==> config.mk <==
export PLATFORM = sky130hd
export DESIGN_NAME = dif_mod_router
export DESIGN_NICKNAME = d
export VERILOG_FILES = /design/src/rtl/dif_mod_router.sv
export SDC_FILE = /design/constraint.sdc
export NUM_CORES = 1
export LEC_CHECK = 0
export BUFFER_PORTS_ARGS = -buffer_cell sky130_fd_sc_hd__buf_4
export CORE_MARGIN = 5
export CORE_UTILIZATION = 40
export CTS_BUF_LIST = sky130_fd_sc_hd__clkbuf_8 sky130_fd_sc_hd__clkbuf_16
export CTS_CLUSTER_DIAMETER = 50
export CTS_CLUSTER_SIZE = 12
export DETAILED_ROUTE_END_ITERATION = 16
export HOLD_SLACK_MARGIN = 0.15
export PLACE_DENSITY = 0.72
export REMOVE_ABC_BUFFERS = 1
export SETUP_SLACK_MARGIN = 0.05
export SYNTH_ARGS = -nofsm -noshare
export SYNTH_HDL_FRONTEND = slang
export SYNTH_SLANG_ARGS = --single-unit
==> constraint.sdc <==
create_clock -name clk -period 1.3 [get_ports clk]
set_clock_uncertainty 0.1 [all_clocks]
set_input_delay 0.195 -clock clk [delete_from_list [all_inputs] [get_ports clk]]
set_output_delay 0.195 -clock clk [all_outputs]
set_load 0.05 [all_outputs]
==> src/rtl/dif_mod_router.sv <==
// Write-side router for the two difficulty-mode registers: writes go to the
// register chosen by difMod, and a debounced-elsewhere button toggles difMod.
module dif_mod_router #(
    parameter int               WIDTH = 8,
    parameter logic [WIDTH-1:0] INIT1 = '0,
    parameter logic [WIDTH-1:0] INIT2 = '0
) (
    input  logic             clk,
    input  logic             rst,
    input  logic             modeBtn,
    input  logic [WIDTH-1:0] dataIn,
    input  logic             wrValid,
    output logic             wrReady,
    output logic             wrDone,
    output logic             modeChg,
    output logic             difMod,
    output logic [WIDTH-1:0] Mod1,
    output logic [WIDTH-1:0] Mod2
);

    typedef enum logic {
        IDLE = 1'b0,
        HOLD = 1'b1
    } state_t;

    state_t state_reg, state_next;

    logic btn_prev_reg;
    logic pend_tgl_reg, pend_tgl_next;
    logic dif_mod_reg, dif_mod_next;
    logic mod_chg_reg, mod_chg_next;
    logic wr_ready_reg, wr_ready_next;
    logic wr_done_reg, wr_done_next;
    logic rise, xfer, tgl;

    logic [WIDTH-1:0] mod_q [2];

    always_comb begin
        rise          = modeBtn & ~btn_prev_reg;
        xfer          = (state_reg == IDLE) & wrValid;
        // A write in the same cycle wins; the toggle stays pending so the
        // write always lands against the mode it was issued under.
        tgl           = (rise | pend_tgl_reg) & (state_reg == IDLE) & ~xfer;

        state_next    = state_reg;
        case (state_reg)
            IDLE:    if (wrValid) state_next = HOLD;
            HOLD:    state_next = IDLE;
            default: state_next = IDLE;
        endcase

        pend_tgl_next = pend_tgl_reg;
        if (tgl) begin
            pend_tgl_next = 1'b0;
        end else if (rise) begin
            pend_tgl_next = 1'b1;
        end

        dif_mod_next  = dif_mod_reg ^ tgl;
        mod_chg_next  = tgl;
        wr_ready_next = (state_next == IDLE);
        wr_done_next  = (state_next == HOLD);
    end

    always_ff @(posedge clk) begin
        if (rst) begin
            state_reg    <= IDLE;
            // Starting high means a button held through reset is not an edge.
            btn_prev_reg <= 1'b1;
            pend_tgl_reg <= 1'b0;
            dif_mod_reg  <= 1'b0;
            mod_chg_reg  <= 1'b0;
            wr_ready_reg <= 1'b1;
            wr_done_reg  <= 1'b0;
        end else begin
            state_reg    <= state_next;
            btn_prev_reg <= modeBtn;
            pend_tgl_reg <= pend_tgl_next;
            dif_mod_reg  <= dif_mod_next;
            mod_chg_reg  <= mod_chg_next;
            wr_ready_reg <= wr_ready_next;
            wr_done_reg  <= wr_done_next;
        end
    end

    for (genvar gi = 0; gi < 2; gi++) begin : g_mode
        localparam logic [WIDTH-1:0] INIT_VAL = (gi == 0) ? INIT1 : INIT2;
        localparam logic             SEL      = (gi != 0);

        logic [WIDTH-1:0] val_reg;

        always_ff @(posedge clk) begin
            if (rst) begin
                val_reg <= INIT_VAL;
            end else if (xfer && (dif_mod_reg == SEL)) begin
                val_reg <= dataIn;
            end
        end

        assign mod_q[gi] = val_reg;
    end

    assign wrReady = wr_ready_reg;
    assign wrDone  = wr_done_reg;
    assign modeChg = mod_chg_reg;
    assign difMod  = dif_mod_reg;
    assign Mod1    = mod_q[0];
    assign Mod2    = mod_q[1];

endmodule
==> results of run 1 <==
## final cells by class
type	count	area share, %
clock buffer	3	3.374
inverter	1	0.3067
multi-input combinational	45	26.28
sequential	22	36.40
tap	27	2.761
timing repair buffer	46	30.88
## placed cells by master (no fill, tap or decap)
cell           instances
buf_4                 34
buf_6                  2
clkbuf_8               3
dfxtp_1               20
dfxtp_2                1
dfxtp_4                1
dlygate4sd3_1         10
inv_1                  1
mux2_2                 1
mux2i_1               16
nand3b_1               1
nor2_1                19
nor2b_1                2
nor2b_4                1
nor3_1                 1
nor3b_1                1
nor3b_4                1
o21a_1                 1
or2_2                  1
## routing by layer
metal / vias up / global-route usage [%]
met5: - / 0
met4: 0 / 11.20
met2: 17 / 23.11
met1: 297 / 14.77
li1: 326 / -
met3: 4 / 3.542
## timing repair
action                                  4_1_cts  5_1_grt
resized for setup                             0        6
endpoints found under the setup margin        0       12
setup buffers                                 0        1
endpoints found under the hold margin        18        0
hold buffers                                 10        0
## power groups by stage
stage	logic [mW]	registers, mW	clock network (mW)
after floorplan	0.0649	0.834	0
final	0.297	0.726	0.404
after global routing	0.316	0.728	0.444
after global placement	0.263	0.739	0
after detailed placement	0.266	0.740	0
after CTS	0.290	0.724	0.418
## critical path: stages (launching register included)
cell,delay (ps)
dfxtp_4,370
nor3b_4,220
buf_6,160
mux2i_1,190
nor2_1,60
## kinds of logic after synthesis
kind of cell,count (synthesis)
AO/OA/AOI/OAI,1
buffers and inverters,5
multiplexers,17
AND/OR/NAND/NOR,27
flip-flops,22
## metrics by stage
stage                     util (%)  worst slack (ps)  instances  TNS (ps)  total power [mW]
after floorplan                  -            -320.0         68     -4928            0.8991
after global placement       54.95             139.0        130         0             1.001
after detailed placement     54.95             97.09        130         0             1.006
after CTS                    62.30             83.43        143         0             1.432
after global routing         63.67             19.28        144         0             1.489
final                        63.67             83.90        144         0             1.427
## worst min-delay path by stage
stage,startpoint,slack [ps],endpoint,cells after the start
2_1_floorplan,rst,170,modeChg$_SDFF_PP0_,1
3_3_place_gp,modeBtn,290,btn_prev_reg$_SDFF_PP1_,2
3_5_place_dp,modeBtn,300,btn_prev_reg$_SDFF_PP1_,2
4_1_cts,rst,170,Mod2[7]$_SDFFE_PP0P_,2
5_1_grt,rst,180,Mod1[7]$_SDFFE_PP0P_,2
6_report,rst,170,Mod2[7]$_SDFFE_PP0P_,2
==> qor.yml, run 1 <==
power:
  p_leak_nw: 0.6115
  p_sw_share_pct: 27.07
  pwr-share-clk_pct: 28.3
  worst_ir_drop_vdd_uv: 705.7
  p_comb_share_pct: 20.8
  p_seq_share_pct: 50.9
  p_int_mw: 1.040
  powerDensity_nw_per_um2: 1166
  p_sw_mw: 0.3862
route:
  vias_per_cell: 4.472
  dr.first_iter.drc_count: 4
  route.met3.wl_um: 83
  drtAntennaViolNets: 0
  vias: 644
  route.final.wire_length_um: 1873
  wire_per_inst_um: 13.01
  top_layer_used: "met4"
  drtPass1Iterations: 2
  drcViolationCount: 0
  wl_met1_um: 724
  met2_length_um: 1020
synthesis:
  synth-edff-count: 0
  synth.distinct_cells: 16
  synth_top_family_by_area: "multiplexers"
  yosys_register_bits: 22
  synth_top_area_share_pct: 55.70
  yosys.area_share.simple_pct: 17.25
  syn_area_um2: 790.8
  postSynthAreaPerCell_um2: 10.98
  yosys.area.top_type: "dfxtp_1"
  ys_warn_count: 0
  ys_top_cells_by_area: "dfxtp_1 56%, mux2i_1 20%, nor2_1 9.0%, buf_6 2.8%, nor2b_4 1.7%"
  synth-xor-area-share_pct: 0
  yosysMostFrequentCell: "dfxtp_1"
  ys.flop_type: "dfxtp_1"
  synth_compound_gate_area_share_pct: 0.9494
  synthTopCellsByCount: "22 x dfxtp_1, 19 x nor2_1, 16 x mux2i_1, 2 x buf_6, 2 x nor2b_1"
  muxShareOfSynthArea_pct: 21.68
  synthAdderAreaFrac_pct: 0
  ys_seq_area_share_pct: 55.70
  syn_inst: 72
  synthArstFlopShare_pct: 0
floorplan:
  die_area_um2: 2966
  io_pins: 32
  core_area_um2: 1922
  die_x_um: 54.46
  initial_utilization_pct: 41.15
  die_h_um: 54.46
  rows: 16
cells_and_area:
  syn_to_final_growth_pct: 54.75
  fillers: 176
  multi_input_area_um2: 321.6
  drive_gt1_share_pct: 38.46
  layout.nets: 131
  num_antenna_cells: 0
  regArea_um2: 445.4
  postLayoutCellArea_um2: 1224
grt:
  antenna_found_initial: 0
  grt_max_degree: 23
  grt_pass1_vias: 625
  grt_overflow: 0
  grt.total_usage_pct: 13.91
  grt_pass1_wl_um: 2753
sta:
  fin_crit_ps: 1216
  rsz0062_at_grt: "true"
  min_period_over_period_pct: 93.55
  whs_ps: 168.2
  finalHoldViolCount: 0
  finalSetupViolCount: 0
  fmax_ghz: 0.8223
  maxSlewHeadroom_pct: 84.63
  worst_pin_slew_ps: 230.1
  slew_viol_final: 0
clock_tree:
  clock-sinks: 22
  htree_levels: 1
  clk_pin_slew_worst_paths_ps: 70
  cts-buffers-inserted: 3
  cts.path.max_buffers: 2
  insertion_delay_ps: 260
  cts_tree: "done"
  clock-root-buffer: "clkbuf_8"
worst_setup_path:
  worstSetupEndpointType: "flip-flop"
  start_kind: "flip-flop"
  required_ps: 1340
  r2r-start: "difMod$_SDFF_PP0_"
  reg2reg_to: "Mod1[0]$_SDFFE_PP0P_"
  arrival_ps: 1260
  crit_end: "Mod1[0]$_SDFFE_PP0P_"
  r2r_slack_ps: 80
  crit_type: "flip-flop to flip-flop"
  startpoint: "difMod$_SDFF_PP0_"
  cp_max_fo: 5
  rr_worst_depth: 4
placed_design:
  placed_area_um2: 1056
  routabilityCongestion: 0.6857
  hpwlAfterDp_um: 1246
  port_buffers: 31
hold_path:
  hold_class: "input port to flip-flop"
outcome:
  status: "finished clean"
flow_run:
  max-cap-violations: 0
Note: power is estimated with default switching activity, not from simulation.
==> inputs of run 2 (changes only) <==
--- a/config.mk
+++ b/config.mk
@@ -7,13 +7,13 @@
 export LEC_CHECK = 0
 export BUFFER_PORTS_ARGS = -buffer_cell sky130_fd_sc_hd__buf_4
 export CORE_MARGIN = 5
-export CORE_UTILIZATION = 40
+export CORE_UTILIZATION = 45
 export CTS_BUF_LIST = sky130_fd_sc_hd__clkbuf_8 sky130_fd_sc_hd__clkbuf_16
 export CTS_CLUSTER_DIAMETER = 50
 export CTS_CLUSTER_SIZE = 12
 export DETAILED_ROUTE_END_ITERATION = 16
 export HOLD_SLACK_MARGIN = 0.15
-export PLACE_DENSITY = 0.72
+export PLACE_DENSITY = 0.79
 export REMOVE_ABC_BUFFERS = 1
 export SETUP_SLACK_MARGIN = 0.05
 export SYNTH_ARGS = -nofsm -noshare
==> run 2 against run 1 <==
  * Hold slack got worse by 12 ps
  * Register-to-register slack got worse by 20 ps
  * First-iteration DRC count did not move
  * Critical path depth did not move
  * Flip-flop and latch count did not move
  * Routed wire length fell by 3.5%
  * Sequential share of layout area fell by 0.57 points
  * Worst setup slack got worse by 21 ps
  * Die area fell by 9.1%
==> qor.yml, run 2 (synthesized netlist as in run 1, its figures left out) <==
power:
  powerDensity_nw_per_um2: 1203
  power_mw: 1.503
  worst_ir_drop_vdd_uv: 893.6
  p_leak_nw: 0.6123
placed_design:
  placed_area_um2: 1059
  port_buffers: 31
  routabilityCongestion: 0.7693
  hpwlAfterDp_um: 1252
  place_inst: 127
worst_setup_path:
  path_cells: "nor3b_4 -> buf_6 -> mux2i_1 -> nor2_1"
  start_kind: "flip-flop"
  rr_worst_depth: 4
  cpLargestDelayFamily: "flip-flops"
  crit_type: "flip-flop to flip-flop"
  worst-path-stages: 4
  required_ps: 1340
  slowest_stage: "dfxtp_4"
  cpPeakStageDelay_ps: 370
  cp_num_buf_inv: 1
  arrival_ps: 1280
  cp_max_fo: 5
  worstSetupEndpointType: "flip-flop"
grt:
  grt_pass1_wl_um: 3022
  antenna_found_initial: 0
  grt_pass1_vias: 667
  grt.total_usage_pct: 15.20
  grt_overflow: 0
  grt_max_degree: 23
sta:
  worst_pin_slew_ps: 251.1
  rsz0062_at_grt: "true"
  setup_tns_ps: 0
  fin_crit_ps: 1237
  finalSetupViolCount: 0
  slew_viol_final: 0
  maxSlewHeadroom_pct: 83.23
  fmax_ghz: 0.8082
  min_period_over_period_pct: 95.18
  finalHoldViolCount: 0
route:
  drtAntennaViolNets: 0
  route.final.wire_length_um: 1807
  drtPass1Iterations: 3
  drcViolationCount: 0
  wire_per_inst_um: 12.73
  dr.first_iter.drc_count: 4
  vias: 659
  vias_per_cell: 4.641
cells_and_area:
  postLayoutCellArea_um2: 1250
  syn_to_final_growth_pct: 58.07
  final_cells: 142
  drive_gt1_share_pct: 40.17
  layout.nets: 130
  mostFrequentLayoutCell: "buf_4"
  final_cell_mix: "32 x buf_4, 20 x dfxtp_1, 19 x nor2_1"
  num_antenna_cells: 0
clock_tree:
  cts.path.max_buffers: 2
  clock-root-buffer: "clkbuf_8"
  htree_levels: 1
  clk_pin_slew_worst_paths_ps: 70
  cts-buffers-inserted: 3
  cts_tree: "done"
  insertion_delay_ps: 250
  clock-sinks: 22
flow_run:
  max-cap-violations: 0
floorplan:
  io_pins: 32
  die_area_um2: 2696
  initial_utilization_pct: 46.30
  rows: 15
  die_x_um: 51.92
  die_h_um: 51.92
  core_area_um2: 1708
hold_path:
  hold_class: "input port to flip-flop"
  holdPathStages: 2
outcome:
  status: "finished clean"
## run 2: cell count changes in the layout (fill, tap and decap cells not counted)
| cell | previous run | this run |
|---|---|---|
| mux2i_2 | 0 | 2 |
| clkbuf_8 | 3 | 4 |
| dfxtp_2 | 1 | 0 |
| dfxtp_4 | 1 | 2 |
| buf_4 | 34 | 32 |
| buf_12 | 0 | 1 |
| mux2i_1 | 16 | 14 |
## run 2: per-stage QoR
stage / worst slack [ps] / hold WS, ps / utilization [%]
finish: 62.68 / 155.8 / 73.19
global route: -2.560 / 173.2 / 73.19
CTS: 81.24 / 163.9 / 71.06
detailed placement: 84.60 / 301.5 / 61.98
global placement: 133.6 / 296.2 / 61.98
floorplan: -320.0 / 166.6 / -
## run 2: final cells by class
type	instances	area (um^2)
Fill cell	113	457.9
Clock buffer	4	55.05
Multi-Input combinational cell	45	329.1
Sequential cell	22	447.9
Timing Repair Buffer	45	382.9
Tap cell	25	31.28
Inverter	1	3.754
## run 2: final timing paths
check | endpoint | startpoint | slack, ps
worst max-delay path | Mod1[2]$_SDFFE_PP0P_ | difMod$_SDFF_PP0_ | 60
worst min-delay path | Mod2[4]$_SDFFE_PP0P_ | rst | 160
worst max register to register | Mod1[2]$_SDFFE_PP0P_ | difMod$_SDFF_PP0_ | 60
worst min register to register | wrDone$_SDFF_PP0_ | wrDone$_SDFF_PP0_ | 390
## run 2: report_power, final
part / internal (mW) / switching (mW) / total (mW) / leakage (nW)
clock network: 0.269 / 0.204 / 0.473 / 0.0288
logic: 0.134 / 0.171 / 0.305 / 0.402
registers: 0.704 / 0.0216 / 0.725 / 0.181
total: 1.11 / 0.396 / 1.50 / 0.612
## run 2: layer usage
metal  global-route usage [%]  share of wire [%]  vias up
met5                        0                  0        -
met4                    6.550                1.5        0
met3                    4.871                8.1        5
met2                    25.73                 48       23
met1                    17.28                 42      308
li1                         -                  -      323
## run 2: timing repair
item | 4_1_cts | 5_1_grt
endpoints found under the setup margin | 0 | 18
setup buffers | 0 | 1
hold buffers | 10 | 0
endpoints found under the hold margin | 18 | 0
resized for setup | 0 | 9
==> inputs of run 3 (changes only) <==
--- a/config.mk
+++ b/config.mk
@@ -5,6 +5,7 @@
 export SDC_FILE = /design/constraint.sdc
 export NUM_CORES = 1
 export LEC_CHECK = 0
+export ABC_AREA = 1
 export BUFFER_PORTS_ARGS = -buffer_cell sky130_fd_sc_hd__buf_4
 export CORE_MARGIN = 5
 export CORE_UTILIZATION = 45
@@ -13,7 +14,7 @@
 export CTS_CLUSTER_SIZE = 12
 export DETAILED_ROUTE_END_ITERATION = 16
 export HOLD_SLACK_MARGIN = 0.15
-export PLACE_DENSITY = 0.79
+export PLACE_DENSITY = 0.78
 export REMOVE_ABC_BUFFERS = 1
 export SETUP_SLACK_MARGIN = 0.05
 export SYNTH_ARGS = -nofsm -noshare
==> run 3 against run 2 <==
  * Count of clock-buffer cells in the layout unchanged
  * Worst setup slack gained 51 ps
  * Core utilization down 6.2 points
  * Design area increased by 3.0%
  * Final cell count increased by 39%
  * Largest cell class unchanged
  * Sequential share of layout area fell by 1.6 points
  * Clock power barely moved
  * Global-route usage is 1.6 points lower
  * Synthesized cell count up 76%
  * Largest power group unchanged
  * Flip-flop and latch count unchanged
  * Hold slack better by 6.9 ps
==> qor.yml, run 3 <==
clock_tree:
  htree_levels: 1
  clock-root-buffer: "clkbuf_8"
  cts-buffers-inserted: 3
  cts.path.max_buffers: 2
  insertion_delay_ps: 250
  clock-sinks: 22
  cts_tree: "done"
  clk_pin_slew_worst_paths_ps: 80
synthesis:
  yosys.area.top_type: "dfxtp_1"
  synthTopCellsByCount: "37 x nand2_1, 34 x nor2_1, 22 x dfxtp_1, 22 x inv_1"
  synth.distinct_cells: 13
  ys_seq_area_share_pct: 50.00
  postSynthAreaPerCell_um2: 6.936
  synth_top_area_share_pct: 50.00
  syn_inst: 127
  ys_top_cells_by_area: "dfxtp_1 50%, nand2_1 16%, nor2_1 14%, inv_1 9.4%, buf_6 2.6%"
  synth-edff-count: 0
  syn_area_um2: 880.8
  yosys_register_bits: 22
  synthArstFlopShare_pct: 0
  yosysMostFrequentCell: "nand2_1"
  ys_warn_count: 0
  ys.flop_type: "dfxtp_1"
sta:
  fmax_ghz: 0.8431
  maxSlewHeadroom_pct: 80.69
  finalHoldViolCount: 0
  fin_ws_ps: 113.9
  min_period_over_period_pct: 91.24
  rsz0062_at_grt: "true"
  fin_crit_ps: 1186
  slew_viol_final: 0
  setup_tns_ps: 0
  finalSetupViolCount: 0
  worst_pin_slew_ps: 288.6
route:
  drcViolationCount: 0
  vias_per_cell: 4.188
  vias: 825
  wire_per_inst_um: 9.761
  dr.first_iter.drc_count: 9
  drtPass1Iterations: 2
  drtAntennaViolNets: 0
  route.final.wire_length_um: 1923
hold_path:
  holdCritStartpoint: "wrValid"
  hold-path-endpoint: "wrReady$_SDFF_PP1_"
  hold_class: "input port to flip-flop"
  holdPathStages: 4
worst_setup_path:
  required_ps: 1000
  arrival_ps: 890
  cpPeakStageDelay_ps: 410
  slowest_stage: "dfxtp_1"
  rr_worst_depth: 4
  cp_max_fo: 4
  r2r_slack_ps: 160
  cp_num_buf_inv: 1
  start_kind: "flip-flop"
  reg2reg_to: "Mod2[6]$_SDFFE_PP0P_"
  crit_type: "flip-flop to output pin"
  r2r-start: "wrDone$_SDFF_PP0_"
  cpLargestDelayFamily: "flip-flops"
  startpoint: "difMod$_SDFF_PP0_"
  path_cells: "buf_4"
  worstSetupEndpointType: "output pin"
cells_and_area:
  multi_input_area_um2: 317.8
  layout.nets: 183
  final_cell_mix: "37 x nand2_1, 34 x nor2_1, 31 x buf_4"
  final_cells: 197
  regArea_um2: 440.4
  num_antenna_cells: 0
  syn_to_final_growth_pct: 46.16
  final_util_pct: 66.99
  mostFrequentLayoutCell: "nand2_1"
  fillers: 165
  drive_gt1_share_pct: 24.12
grt:
  grt_max_degree: 21
  grt_pass1_vias: 718
  antenna_found_initial: 0
  grt.total_usage_pct: 13.55
  grt_overflow: 0
  grt_pass1_wl_um: 2891
floorplan:
  die_h_um: 54.24
  rows: 16
  core_area_um2: 1922
  io_pins: 32
  initial_utilization_pct: 45.83
  die_x_um: 54.24
  die_area_um2: 2942
power:
  p_leak_nw: 0.7173
  powerDensity_nw_per_um2: 1214
  worst_ir_drop_vdd_uv: 763.5
placed_design:
  dpl_worst_slack_ps: 179.5
  routabilityCongestion: 0.7188
  place_inst: 182
  port_buffers: 31
  hpwlAfterDp_um: 1347
outcome:
  status: "finished clean"
flow_run:
  max-cap-violations: 0
## run 3: cell count changes after synthesis, sizes merged
cell and change:
nand2 +39, inv +22, mux2i -16, nor2 +16, nor2b -3, nand3 +2, nor3b -2, mux2 -1
nand3b -1, nand4 +1, nor3 -1, o21a -1
## run 3: power breakdown
group | internal, mW | switching [mW] | total, mW | leakage [nW]
clock network | 0.269 | 0.204 | 0.473 | 0.0288
registers | 0.714 | 0.0221 | 0.736 | 0.181
logic | 0.126 | 0.228 | 0.355 | 0.508
## run 3: final cells by class
class	instances	share of cell area [%]
sequential	22	34.21
clock buffer	4	4.276
tap	27	2.624
timing repair buffer	43	27.50
multi-input combinational	78	24.68
inverter	23	6.706
## run 3: metal layers
metal  vias to the layer above  track usage (%)  part of all wire [%]
li1                        444                -                     -
met1                       357            16.72                    45
met2                        22            22.71                    49
met3                         2            2.452                   6.1
met4                         0            6.224                  0.47
met5                         -                0                     0
## run 3: worst register-to-register path: cells and delay by family, from the launching register on
family | cells | cell delay, ps
AND/OR/NAND/NOR | 4 | 590
flip-flops | 1 | 350
## run 3: worst max-delay path by stage
stage	cells after the start	end	slack [ps]
3_5_place_dp	5	Mod1[3]$_SDFFE_PP0P_	180
6_report	1	difMod	110
5_1_grt	5	Mod2[3]$_SDFFE_PP0P_	50
2_1_floorplan	5	Mod1[0]$_SDFFE_PP0P_	-70
3_3_place_gp	5	Mod1[3]$_SDFFE_PP0P_	200
4_1_cts	6	difMod$_SDFF_PP0_	90
## run 3: repair_timing
item,in CTS,in global routing
setup endpoints to repair,0,12
setup buffers,0,0
endpoints found under the hold margin,19,0
resized for setup,0,2
hold buffers,11,0
## run 3: logic make-up (layout without fill, tap and decap cells)
kind of cell	after synthesis	count (layout)	share of synthesized area [%]
buffers and inverters	27	70	14.49
DFF	22	22	50.00
and+or+nand+nor	78	78	35.51
## run 3: through the flow
stage	hold WS, ps	power, mW	cell area [um^2]
after global placement	269.2	1.068	1114
after detailed placement	274.7	1.077	1114
after CTS	153.0	1.573	1279
final	162.8	1.563	1287
after global routing	182.2	1.628	1287
after floorplan	167.4	0.9647	839.6
